## config.mk

```make
export PLATFORM = sky130hd
export DESIGN_NAME = femto_tickgen
export DESIGN_NICKNAME = d
export VERILOG_FILES = /design/src/rtl/femto_tickgen.sv
export SDC_FILE = /design/constraint.sdc
export NUM_CORES = 1
export LEC_CHECK = 0
export CAP_MARGIN = 30
export CORE_MARGIN = 1.5
export CORE_UTILIZATION = 57
export CTS_BUF_LIST = sky130_fd_sc_hd__clkbuf_4 sky130_fd_sc_hd__clkbuf_8 sky130_fd_sc_hd__clkbuf_16
export CTS_CLUSTER_DIAMETER = 120
export DETAILED_ROUTE_END_ITERATION = 16
export PLACE_DENSITY = 0.88
export SYNTH_ARGS = -nofsm -noshare
export SYNTH_HDL_FRONTEND = slang
export SYNTH_SLANG_ARGS = --single-unit
```

## constraint.sdc

```tcl
create_clock -name clk -period 3.9 [get_ports clk]
set_input_delay 0.78 -clock clk [delete_from_list [all_inputs] [get_ports clk]]
set_output_delay 0.78 -clock clk [all_outputs]
set_load 0.005 [all_outputs]
```

## src/rtl/femto_tickgen.sv

```systemverilog
// femto_tickgen: fractional tick generator with a one-shot tick-based timer.
// A phase accumulator adds TICK_HZ per enabled cycle and wraps at FREQ_HZ.
// This gives an exact long-term average of TICK_HZ ticks per second of core clock.
// The timer counts registered ticks down from a loaded value and pulses done on expiry.
module femto_tickgen #(
  parameter int unsigned FREQ_MHZ = 60,
  parameter int unsigned TICK_HZ  = 1_000_000
) (
  input  logic        clk,
  input  logic        resetn,
  input  logic        en,
  input  logic        clr,
  output logic        tick,
  output logic [31:0] tick_count,
  input  logic        timer_load,
  input  logic [15:0] timer_value,
  output logic        timer_busy,
  output logic        timer_done
);

  localparam int unsigned FREQ_HZ = FREQ_MHZ * 1_000_000;
  // One spare bit so acc + TICK_HZ never overflows before the wrap compare.
  localparam int unsigned ACC_W   = $clog2(FREQ_HZ) + 1;
  localparam logic [ACC_W-1:0] FREQ_C = ACC_W'(FREQ_HZ);
  localparam logic [ACC_W-1:0] INC_C  = ACC_W'(TICK_HZ);

  // A rate above FREQ_HZ/2 could produce back-to-back ticks, which consumers do not expect.
  if (TICK_HZ == 0 || TICK_HZ > FREQ_HZ / 2) begin : g_bad_cfg
    $error("femto_tickgen: TICK_HZ must be in 1 .. FREQ_HZ/2");
  end

  // ---------------------------------------------------------------------------
  // Phase accumulator
  // ---------------------------------------------------------------------------
  logic [ACC_W-1:0] acc_q, acc_d, sum;
  logic             tick_q, tick_d;

  // Next accumulator phase and tick decision; clear wins over enable.
  always_comb begin
    sum    = acc_q + INC_C;
    acc_d  = acc_q;
    tick_d = 1'b0;
    if (clr) begin
      acc_d = '0;
    end else if (en) begin
      if (sum >= FREQ_C) begin
        acc_d  = sum - FREQ_C;
        tick_d = 1'b1;
      end else begin
        acc_d  = sum;
      end
    end
  end

  // Accumulator and registered tick.
  always_ff @(posedge clk or negedge resetn) begin
    if (!resetn) begin
      acc_q  <= '0;
      tick_q <= 1'b0;
    end else begin
      acc_q  <= acc_d;
      tick_q <= tick_d;
    end
  end

  // ---------------------------------------------------------------------------
  // Free-running tick counter (counts the registered tick, wraps naturally)
  // ---------------------------------------------------------------------------
  logic [31:0] tick_count_q;

  // Count one per registered tick; untouched by clr.
  always_ff @(posedge clk or negedge resetn) begin
    if (!resetn) begin
      tick_count_q <= '0;
    end else if (tick_q) begin
      tick_count_q <= tick_count_q + 32'd1;
    end
  end

  // ---------------------------------------------------------------------------
  // One-shot timer
  // ---------------------------------------------------------------------------
  typedef enum logic {
    T_IDLE = 1'b0,
    T_RUN  = 1'b1
  } timer_state_t;

  timer_state_t state_q, state_d;
  logic [15:0]  remaining_q, remaining_d;
  logic         done_q, done_d;

  // Timer next state: load (restart) beats tick, so a tick coincident with a load is dropped.
  always_comb begin
    state_d     = state_q;
    remaining_d = remaining_q;
    done_d      = 1'b0;
    if (timer_load) begin
      if (timer_value == 16'd0) begin
        state_d     = T_IDLE;
        remaining_d = 16'd0;
        done_d      = 1'b1;
      end else begin
        state_d     = T_RUN;
        remaining_d = timer_value;
      end
    end else if (state_q == T_RUN && tick_q) begin
      if (remaining_q == 16'd1) begin
        state_d     = T_IDLE;
        remaining_d = 16'd0;
        done_d      = 1'b1;
      end else begin
        remaining_d = remaining_q - 16'd1;
      end
    end
  end

  // Timer state registers; reset aborts a running timer without a done pulse.
  always_ff @(posedge clk or negedge resetn) begin
    if (!resetn) begin
      state_q     <= T_IDLE;
      remaining_q <= 16'd0;
      done_q      <= 1'b0;
    end else begin
      state_q     <= state_d;
      remaining_q <= remaining_d;
      done_q      <= done_d;
    end
  end

  assign tick       = tick_q;
  assign tick_count = tick_count_q;
  assign timer_busy = (state_q == T_RUN);
  assign timer_done = done_q;

  // After a wrap acc < TICK_HZ <= FREQ_HZ/2, so the very next sum cannot reach FREQ_HZ.
  a_tick_isolated : assert property (@(posedge clk) disable iff (!resetn) tick_q |=> !tick_q);

  // Done always coincides with the timer having returned to idle.
  a_done_idle : assert property (@(posedge clk) disable iff (!resetn) done_q |-> (state_q == T_IDLE));

endmodule

```

==> qor.yml, run 1 <==
status: "finished, final reports clean"
crit_cells: 12
viasPerCell: 6.39
worstPathRequired_ns: 4.14
cp_cell_sequence: "ha_1 > a21o_4 > a211o_1 > a221oi_2 > and4_1 > nor4bb_4 > o21a_2 > buf_4 > o21ai_1 > o32ai_1 > o21ai_1 > mux2_1"
yosys.cell_types.count: 79
fin_setup_tns_ns: 0
syn_nets: 555
ys_warn_count: 0
overflow: 0
fin_crit_ns: 3.67
hold_class: "register to register"
synth_area_per_cell_um2: 8.93
layout_commonest_cell: "dfrtp_1"
critPathBufInv: 1
yosysSeqAreaShare_pct: 38.2
post_cts_buffers: 0
fillerInstances: 588
nets: 604
setup_violations: 0
dp_hpwl_um: 8790
wl_um: 12300
clockRootBuffer: "clkbuf_8"
row_count: 32
portBuffers: 55
cts_tree: "done"
htreeDepth: 3
grt_pass1_vias: 4126
crit_arrival_ns: 3.91
fin_area_um2: 5520
synth_seq_cells: 72
clk_pin_slew_ns: 0.08
syn_inst: 528
ys.flop_type: "dfrtp_1"
placed_area_um2: 5320
timing.slew.headroom_pct: 29.3
dieArea_um2: 8830
fmax_ghz: 0.273
end_kind: "register"
start_util_pct: 59.8
critical-path-top-delay-family: "compound AO/OA/AOI/OAI gates"
cts_buffers: 9
dp.cells: 668
grt_pass1_wl_um: 20400
first_iter_violations: 250
synthArstFlopShare_pct: 100
clock_skew_ns: 0.0153
layout_common_cells: "dfrtp_1, clkdlybuf4s50_1, nand2_1"
p_per_area_nw_per_um2: 321
final_cells: 684
min_period_over_period_pct: 94.1
die_h_um: 94.0
tightest_slew_ns: 1.05
leakage_nw: 2.29
clock_latency_ns: 0.37
vias: 4368
cts_hold_buf: 0
reg2regPathDepth: 12
drive_above_1_share_pct: 10.7
wire_per_inst_um: 18.0
n_antenna_cell: 0
io_pins: 56
synth_edf_count: 0
cpMostUsedCell: "o21ai_1"
gp_congestion: 0.964
ant_nets: 0
grt_max_degree: 37
antenna_found_initial: 0
netlist_area_um2: 4720
path_class: "register to register"
dr.pass1.iters: 7
slowest_delay_ns: 0.48
clk_path_buf_depth: 2
critPathLaunchType: "register"
coreArea_um2: 7890
hold_viol: 0
crit_slowest_cell: "dfrtp_1"
drv_cap: 0
syn2layout_area_growth_pct: 17.1
hold_depth: 1
drv_slew: 0
grt_usage_pct: 29.6
irDropWorstVdd_mv: 0.171
cts-resized-gates: 0
die_w_um: 94.0
drc_errors: 0
cp_max_fo: 11
cts_sinks: 72
metal layers:
metal / wire (um) / up-vias / global-route usage, %
met3: 720 / 22 / 4.29
li1: - / 2045 / -
met2: 6120 / 176 / 49.9
met4: 187 / 0 / 8.21
met1: 5310 / 2125 / 39.7
met5: 0 / - / 0
Yosys cell counts, types with 5 or more instances:
master,number,area [um^2]
and4_1,5,43.8
nand4_1,10,62.6
nor2_1,42,158
a32oi_1,7,61.3
clkbuf_1,15,56.3
nand2_1,53,199
o21ai_1,6,30.0
o21ai_0,34,170
xor2_1,16,140
a31o_2,7,61.3
inv_1,14,52.6
mux2_1,5,56.3
a21oi_1,30,150
dfrtp_1,72,1800
and3_1,11,68.8
ha_1,6,75.1
nor2b_1,7,43.8
buf_2,6,30.0
nor3_1,13,65.1
nand3_1,24,120
nor4_1,8,50.1
xnor2_1,36,315
power by group:
part / internal, mW / switching (mW)
Sequential: 0.781 / 0.0495
Combinational: 0.144 / 0.218
Clock: 0.243 / 0.338
Total: 1.17 / 0.605
registers in the layout, summed over array words and instances, names as in the netlist:
signal       flops
tick_count      32
timer_done       1
tick             1
acc_q           21
remaining_q     16
timer_busy       1
area by class of cell:
cell class	count	area [um^2]	area share, %
clock buffer	9	124	2.24
tap	102	128	2.31
clock inverter	7	61.3	1.11
inverter	14	52.6	0.951
timing repair buffer	66	628	11.4
multi-input combinational	414	2730	49.4
sequential	72	1800	32.6
cells by family (layout without fill, tap and decap cells):
family                   after synthesis  after routing  synth area share, %
AND/OR/NAND/NOR                      198            198                 21.8
AO/OA/AOI/OAI                        149            149                 22.3
flip-flops                            72             72                 38.2
XOR/XNOR                              52             52                 9.66
buffers and inverters                 42             96                 4.38
multiplexers                           9              9                 2.07
adder cells (fa/ha/maj)                6              6                 1.59
stage by stage:
stage	hold slack [ns]	total power [mW]	util, %	setup slack, ns
detailed placement	0.471	1.20	67.4	0.327
floorplan	0.468	1.09	-	0.727
CTS	0.482	1.77	69.8	0.270
global route	0.501	1.85	70.0	-0.166
finish	0.477	1.77	70.0	0.232
global placement	0.462	1.18	67.4	0.381
path summary, 6_finish.rpt:
check	startpoint	to	slack [ns]
max in group asynchronous	resetn	timer_busy	2.61
min	tick_count[31]	tick_count[31]	0.48
min reg2reg	tick_count[31]	tick_count[31]	0.48
max	acc_q[6]	acc_q[13]	0.23
min in group asynchronous	resetn	tick_count[22]	0.51
max reg2reg	acc_q[6]	acc_q[13]	0.23
Power figures use the tool's default switching activity.
==> run 2: changes to the inputs <==
--- a/config.mk
+++ b/config.mk
@@ -12,6 +12,7 @@
 export CTS_CLUSTER_DIAMETER = 120
 export DETAILED_ROUTE_END_ITERATION = 16
 export PLACE_DENSITY = 0.88
+export SLEW_MARGIN = 5
 export SYNTH_ARGS = -nofsm -noshare
 export SYNTH_HDL_FRONTEND = slang
 export SYNTH_SLANG_ARGS = --single-unit
==> run 2 against run 1 <==
Against the previous run: worst setup slack got worse by 0.0066 ns; non-clock buffer count rose by 1; highest routed layer unchanged; critical endpoint unchanged; global-route usage unchanged; largest power group unchanged; clock power barely moved; worst hold slack barely moved; die area stayed put.
==> qor.yml, run 2 (synthesized netlist as in run 1, its figures left out) <==
min_period_over_period_pct: 94.2  # was 94.1%
cts_tree: "done"  # unchanged
grt_max_degree: 37  # unchanged
placed_area_um2: 5320  # unchanged
clockRootBuffer: "clkbuf_8"  # unchanged
clock_latency_ns: 0.37  # about the same
setup_violations: 0  # unchanged
fin_setup_tns_ns: 0  # unchanged
ant_nets: 0  # unchanged
rr_startpoint: "acc_q[6]"  # unchanged
status: "finished, final reports clean"  # unchanged
fmax_ghz: 0.272  # was 0.273 GHz
dp_hpwl_um: 8790  # unchanged
drv_slew: 0  # unchanged
layout_commonest_cell: "dfrtp_1"  # unchanged
p_per_area_nw_per_um2: 321  # about the same
cts_sinks: 72  # unchanged
layout_common_cells: "dfrtp_1, clkdlybuf4s50_1, nand2_1"  # unchanged
irDropWorstVdd_mv: 0.171  # about the same
largest_reg_flops: 32  # unchanged
grt_usage_pct: 29.6  # unchanged
critPathLaunchType: "register"  # unchanged
hold_class: "register to register"  # unchanged
final_cells: 685  # was 684
r2r_setup_slack_ns: 0.23  # about the same
drc_errors: 0  # unchanged
portBuffers: 55  # unchanged
dr.pass1.iters: 14  # was 7
clock_skew_ns: 0.0158  # was 0.0153 ns
wl_um: 12400  # was 12300 um
row_count: 32  # unchanged
coreArea_um2: 7890  # unchanged
hold_viol: 0  # unchanged
drive_above_1_share_pct: 10.8  # was 10.7%
path_class: "register to register"  # unchanged
die_h_um: 94.0  # unchanged
cts_buffers: 9  # unchanged
gp_congestion: 0.964  # unchanged
grt_pass1_vias: 4126  # unchanged
r2r-end: "acc_q[13]"  # unchanged
leakage_nw: 2.29  # about the same
grt_pass1_wl_um: 20400  # unchanged
nets: 605  # was 604
vias: 4394  # was 4368
fin_area_um2: 5530  # was 5520 um^2
fin_crit_ns: 3.67  # about the same
htreeDepth: 3  # unchanged
tightest_slew_ns: 0.895  # was 1.05 ns
dieArea_um2: 8830  # unchanged
startpoint: "acc_q[6]"  # unchanged
worstPathRequired_ns: 4.14  # about the same
reg2regPathDepth: 12  # unchanged
start_util_pct: 59.8  # unchanged
drv_cap: 0  # unchanged
crit_arrival_ns: 3.92  # was 3.91 ns
die_w_um: 94.0  # unchanged
antenna_found_initial: 0  # unchanged
n_antenna_cell: 0  # unchanged
cp-endpoint: "acc_q[13]"  # unchanged
syn2layout_area_growth_pct: 17.3  # was 17.1%
clk_path_buf_depth: 2  # unchanged
wire_per_inst_um: 18.2  # was 18.0 um
overflow: 0  # unchanged
io_pins: 56  # unchanged
timing.slew.headroom_pct: 39.9  # was 29.3%
end_kind: "register"  # unchanged
viasPerCell: 6.41  # was 6.39
post_cts_buffers: 0  # unchanged
cp_max_fo: 11  # unchanged
fin_hold_ws_ns: 0.477  # about the same
clk_pin_slew_ns: 0.08  # about the same
dp.cells: 668  # unchanged
first_iter_violations: 238  # was 250
-- run 2: area by class of cell --
class	instances	area [um^2]
Multi-Input combinational cell	414	2730
Fill cell	586	2360
Sequential cell	72	1800
Timing Repair Buffer	67	636
Tap cell	102	128
Clock buffer	9	124
Clock inverter	7	61.3
Inverter	14	52.6
-- run 2: worst min path at each step --
stage,from,endpoint,slack [ns],cells after the start
floorplan,tick_count[31],tick_count[31],0.47,1
finish,tick_count[31],tick_count[31],0.48,1
CTS,tick_count[31],tick_count[31],0.48,1
detailed placement,tick_count[31],tick_count[31],0.47,1
global placement,tick_count[31],tick_count[31],0.46,1
global route,tick_count[31],tick_count[31],0.50,1
-- run 2: layer usage --
layer / GRT usage, % / wire length, um
met5: 0 / 0
met4: 8.21 / 199
met3: 4.29 / 844
met2: 49.9 / 6160
met1: 39.7 / 5230
-- run 2: timing repair --
action,4_1_cts,5_1_grt
endpoints found under the setup margin,0,2
gates resized for setup,0,3
hold buffers,0,0
-- run 2: metrics by stage --
step / setup WS [ns] / utilization, % / total power, mW
6_report: 0.225 / 70.1 / 1.77
3_3_place_gp: 0.381 / 67.4 / 1.18
5_1_grt: -0.166 / 70.1 / 1.85
2_1_floorplan: 0.727 / - / 1.09
3_5_place_dp: 0.327 / 67.4 / 1.20
4_1_cts: 0.270 / 69.8 / 1.77
-- run 2: power breakdown --
| part | switching, mW | internal [mW] | total [mW] | leakage (nW) |
|---|---|---|---|---|
| registers | 0.0497 | 0.781 | 0.831 | 0.964 |
| clock network | 0.337 | 0.243 | 0.580 | 0.0888 |
| logic | 0.219 | 0.144 | 0.363 | 1.24 |
| total | 0.606 | 1.17 | 1.77 | 2.29 |
-- run 2: worst max-delay path: stages, from the launching register on --
cell and delay, ns:
dfrtp_1 0.47, ha_1 0.35, a21o_4 0.29, a211o_1 0.30, a221oi_2 0.45, and4_1 0.30
nor4bb_4 0.24, o21a_2 0.18, buf_4 0.19, o21ai_1 0.11, o32ai_1 0.25, o21ai_1 0.11
mux2_1 0.31
==> RTL change 1 (config.mk and constraints of run 2) <==
`FREQ_MHZ`: 60 -> 120.
--- a/src/rtl/femto_tickgen.sv
+++ b/src/rtl/femto_tickgen.sv
@@ -5,3 +5,3 @@
 module femto_tickgen #(
-  parameter int unsigned FREQ_MHZ = 60,
+  parameter int unsigned FREQ_MHZ = 120,
   parameter int unsigned TICK_HZ  = 1_000_000
Formal check against the unedited RTL: no difference found for any inputs over 10 cycles, from zero or initial values and one cycle with resetn low; that may be too few to reach the edited logic, so the function may still have changed.
==> RTL change 1 against run 2 <==
Power grew 2.4%. Worst setup slack gained 0.12 ns. Sequential cell count grew 1. Clock power grew 2%. Die area grew 5.1%. Via count grew 2.7%. Design area grew 4.9%. Area after synthesis grew 5.3%. Routed wire length shrank 2.8%. Highest routed layer unchanged.
==> RTL change 1: results <==
[power]
p_seq_uw = 853
power.clock.fraction = 0.325
peakVddDrop_v = 0.000183
leakage_uw = 0.00227
intPower_uw = 1200

[grt]
grt_use_total = 0.272
grt_pass1_vias = 4188
grt_max_degree = 74
grt_pass1_wl_um = 19600

[placed_design]
placed_area_um2 = 5570
place_congestion = 1.01
dpl_worst_slack_ns = 0.250
placedCellCount = 697
post-dp-hpwl_um = 8540

[yosys]
yosysSeqAreaShare = 0.368
avgSynthCellArea_um2 = 8.85
ys_types = 76
synthesis.nets = 588
synth_fa_ha_area_frac = 0.0151
synth_compound_area_frac = 0.227
synthTopCellsByCount = 73 x dfrtp_1, 43 x nand2_1, 43 x xnor2_1
synth_warnings = 0
synth_top_cells_by_area = dfrtp_1 37%, xnor2_1 7.6%, a21oi_1 3.9%, o21ai_0 3.9%, nand2_1 3.3%
synth_mux_area_frac = 0.0234
synthXorXnorAreaFrac = 0.107

[worst_hold_path]
hp-class = in2async

[cells_and_area]
nFillCells = 649
area_growth_pct = 16.9
drive_gt1_frac = 0.0952
largest_reg_flops = 32
nNetsFinal = 631
final-instance-count-excl-fill = 714

[route]
first_pass_iters = 5
drtIter0Drc = 340
wire_per_inst_um = 16.9

[timing]
skew_ns = 0.0156
hold_slack_ns = 0.300
period_share = 0.911
slew-limit-headroom = 0.417

[worst_setup_path]
reg2reg_slack_ns = 0.35
worstReg2RegEnd = acc_q[23]
path_max_fanout = 14
cp_slowest_stage_delay_ns = 0.51
crit_path_end = acc_q[23]
reg2regPathDepth = 11
cp.arrival_ns = 3.81

[outcome]
status = completed

[clocking]
clkTransAtPathRegs_ns = 0.10
-- RTL change 1: changes by cell type in the layout (fill, tap and decap cells not counted), moves of 4 or more --
cell | run 2 | this run
a31o_1 | 0 | 6
o211ai_1 | 4 | 0
a21oi_1 | 30 | 38
o22ai_1 | 4 | 0
a31oi_1 | 4 | 9
xnor2_1 | 36 | 43
nand4_1 | 10 | 17
nand3_1 | 24 | 20
o21ai_0 | 34 | 39
nand2_1 | 53 | 43
a31o_2 | 7 | 0
nand2b_1 | 2 | 7
-- RTL change 1: metal layers --
layer | vias up | GRT usage | wire (µm)
li1 | 2140 | - | -
met1 | 2175 | 0.356 | 5210
met2 | 169 | 0.451 | 5930
met3 | 27 | 0.0434 | 705
met4 | 0 | 0.101 | 257
met5 | - | 0 | 0
-- RTL change 1: layout make-up --
type,instances,share of cell area
inverter,17,0.0110
multi-input combinational,434,0.502
clock inverter,7,0.0123
timing repair buffer,69,0.116
tap,105,0.0226
clock buffer,9,0.0213
sequential,73,0.315
==> RTL change 2 (config.mk and constraints of run 2) <==
Made on the original files. Add an input register stage for `en`, `clr`, `timer_load` and `timer_value`, without a reset; this delays them by one clock. Comments in the files are not updated.
--- a/src/rtl/femto_tickgen.sv
+++ b/src/rtl/femto_tickgen.sv
@@ -26,2 +26,14 @@
 
+  logic en_q;
+  logic clr_q;
+  logic timer_load_q;
+  logic [15:0] timer_value_q;
+
+  always_ff @(posedge clk) begin
+    en_q          <= en;
+    clr_q         <= clr;
+    timer_load_q  <= timer_load;
+    timer_value_q <= timer_value;
+  end
+
   // A rate above FREQ_HZ/2 could produce back-to-back ticks, which consumers do not expect.
@@ -42,5 +54,5 @@
     tick_d = 1'b0;
-    if (clr) begin
+    if (clr_q) begin
       acc_d = '0;
-    end else if (en) begin
+    end else if (en_q) begin
       if (sum >= FREQ_C) begin
@@ -96,4 +108,4 @@
     done_d      = 1'b0;
-    if (timer_load) begin
-      if (timer_value == 16'd0) begin
+    if (timer_load_q) begin
+      if (timer_value_q == 16'd0) begin
         state_d     = T_IDLE;
@@ -103,3 +115,3 @@
         state_d     = T_RUN;
-        remaining_d = timer_value;
+        remaining_d = timer_value_q;
       end
Formal check against the unedited RTL: not equivalent (a bounded check fails within 4 cycles, from zero or initial values and one cycle with resetn low).
==> RTL change 2 against run 2 <==
Sequential cell count grew 19. Sequential share of layout area rose by 3.4 points. Largest power group unchanged. Routed wire length is 1.8% higher. Power rose by 22%. Via count grew 6.5%. Area after synthesis increased by 9.7%. Critical endpoint is now acc_q[14]. Design area is 9.5% higher. Sequential power increased by 28%. Count of clock-buffer cells in the layout rose by 1. Final cell count rose by 7.6%. Worst setup slack worse by 0.0077 ns. Largest cell class unchanged.
==> RTL change 2: results <==
[outcome]
status = completed

[worst_setup_path]
cp_slowest_stage_delay_ns = 0.54
crit_start = acc_q[11]
slowest_stage = or3_1
path_max_fanout = 13
reg2regPathDepth = 10
cp.arrival_ns = 3.93
crit_path_end = acc_q[14]

[power]
leakage_uw = 0.00248
peakVddDrop_v = 0.000338
intPower_uw = 1480

[yosys]
yosys_register_bits = 91
async_flop_share = 0.791
synthTopCellsByCount = 72 x dfrtp_1, 55 x nand2_1, 43 x nor2_1
synthesis.nets = 601
synth_top_cells_by_area = dfrtp_1 35%, dfxtp_1 7.4%, xnor2_1 5.8%, nand2_1 4.0%, o21ai_0 3.5%
synth_fa_ha_area_frac = 0.0145
synthXorXnorAreaFrac = 0.0762

[timing]
timing.final.ws_setup_ns = 0.217
skew_ns = 0.0186
worst_slew_pin_slew_ns = 0.924

[grt]
grt_pass1_wl_um = 21300
grt_pass1_vias = 4419

[placed_design]
post-dp-hpwl_um = 9070
dpl_worst_slack_ns = 0.234
place_congestion = 0.961

[cells_and_area]
nClkBuffers = 10
multi_input_area_share = 0.463
final-clk-cell-share = 0.0363
seq_area_um2 = 2180
n_all_buffers = 70

[route]
wire_per_inst_um = 17.2
vias_per_cell = 6.35
drtIter0Drc = 495
[RTL change 2: cell count changes in the layout (fill, tap and decap cells not counted), moves of 5 or more]
cell,before,now
nor3_1,13,21
nand4_1,10,21
a211o_1,1,6
and3_1,11,6
dfxtp_1,0,19
xor2_1,16,11
a31o_2,7,2
a211oi_1,1,7
[RTL change 2: timing repair]
item | CTS | global route
gates resized for setup | 0 | 1
hold buffers | 0 | 0
endpoints found under the setup margin | 0 | 3
[RTL change 2: metrics by stage]
stage | area (µm²) | total power (µW) | utilization | hold slack, ns | instances
after floorplan | 5170 | 1350 | - | 0.453 | 574
after global placement | 5830 | 1470 | 0.666 | 0.462 | 721
after detailed placement | 5830 | 1480 | 0.666 | 0.482 | 721
after CTS | 6050 | 2170 | 0.691 | 0.494 | 737
after global routing | 6060 | 2280 | 0.691 | 0.525 | 737
final | 6060 | 2170 | 0.691 | 0.484 | 737
[RTL change 2: how the worst min path moves through the flow]
stage                      start         endpoint  slack, ns  cells past startpoint
3_5_place_dp      tick_count[31]   tick_count[31]       0.48                      1
5_1_grt           tick_count[14]   tick_count[14]       0.52                      1
6_report                  resetn        acc_q[25]       0.48                      1
3_3_place_gp      tick_count[31]   tick_count[31]       0.46                      1
4_1_cts           tick_count[31]   tick_count[31]       0.49                      1
2_1_floorplan  timer_value_q[10]  remaining_q[10]       0.45                      2
[RTL change 2: power groups by stage]
stage | logic [µW] | clock network [µW] | registers (µW)
floorplan | 308 | 0 | 1040
global placement | 395 | 0 | 1070
detailed placement | 407 | 0 | 1070
CTS | 411 | 701 | 1060
global route | 460 | 749 | 1070
finish | 418 | 690 | 1060
[RTL change 2: routing by layer]
layer,wire [µm],global-route usage,up-vias
li1,-,-,2197
met1,5300,0.368,2226
met2,6230,0.435,223
met3,860,0.0437,32
met4,269,0.0899,0
met5,0,0,-
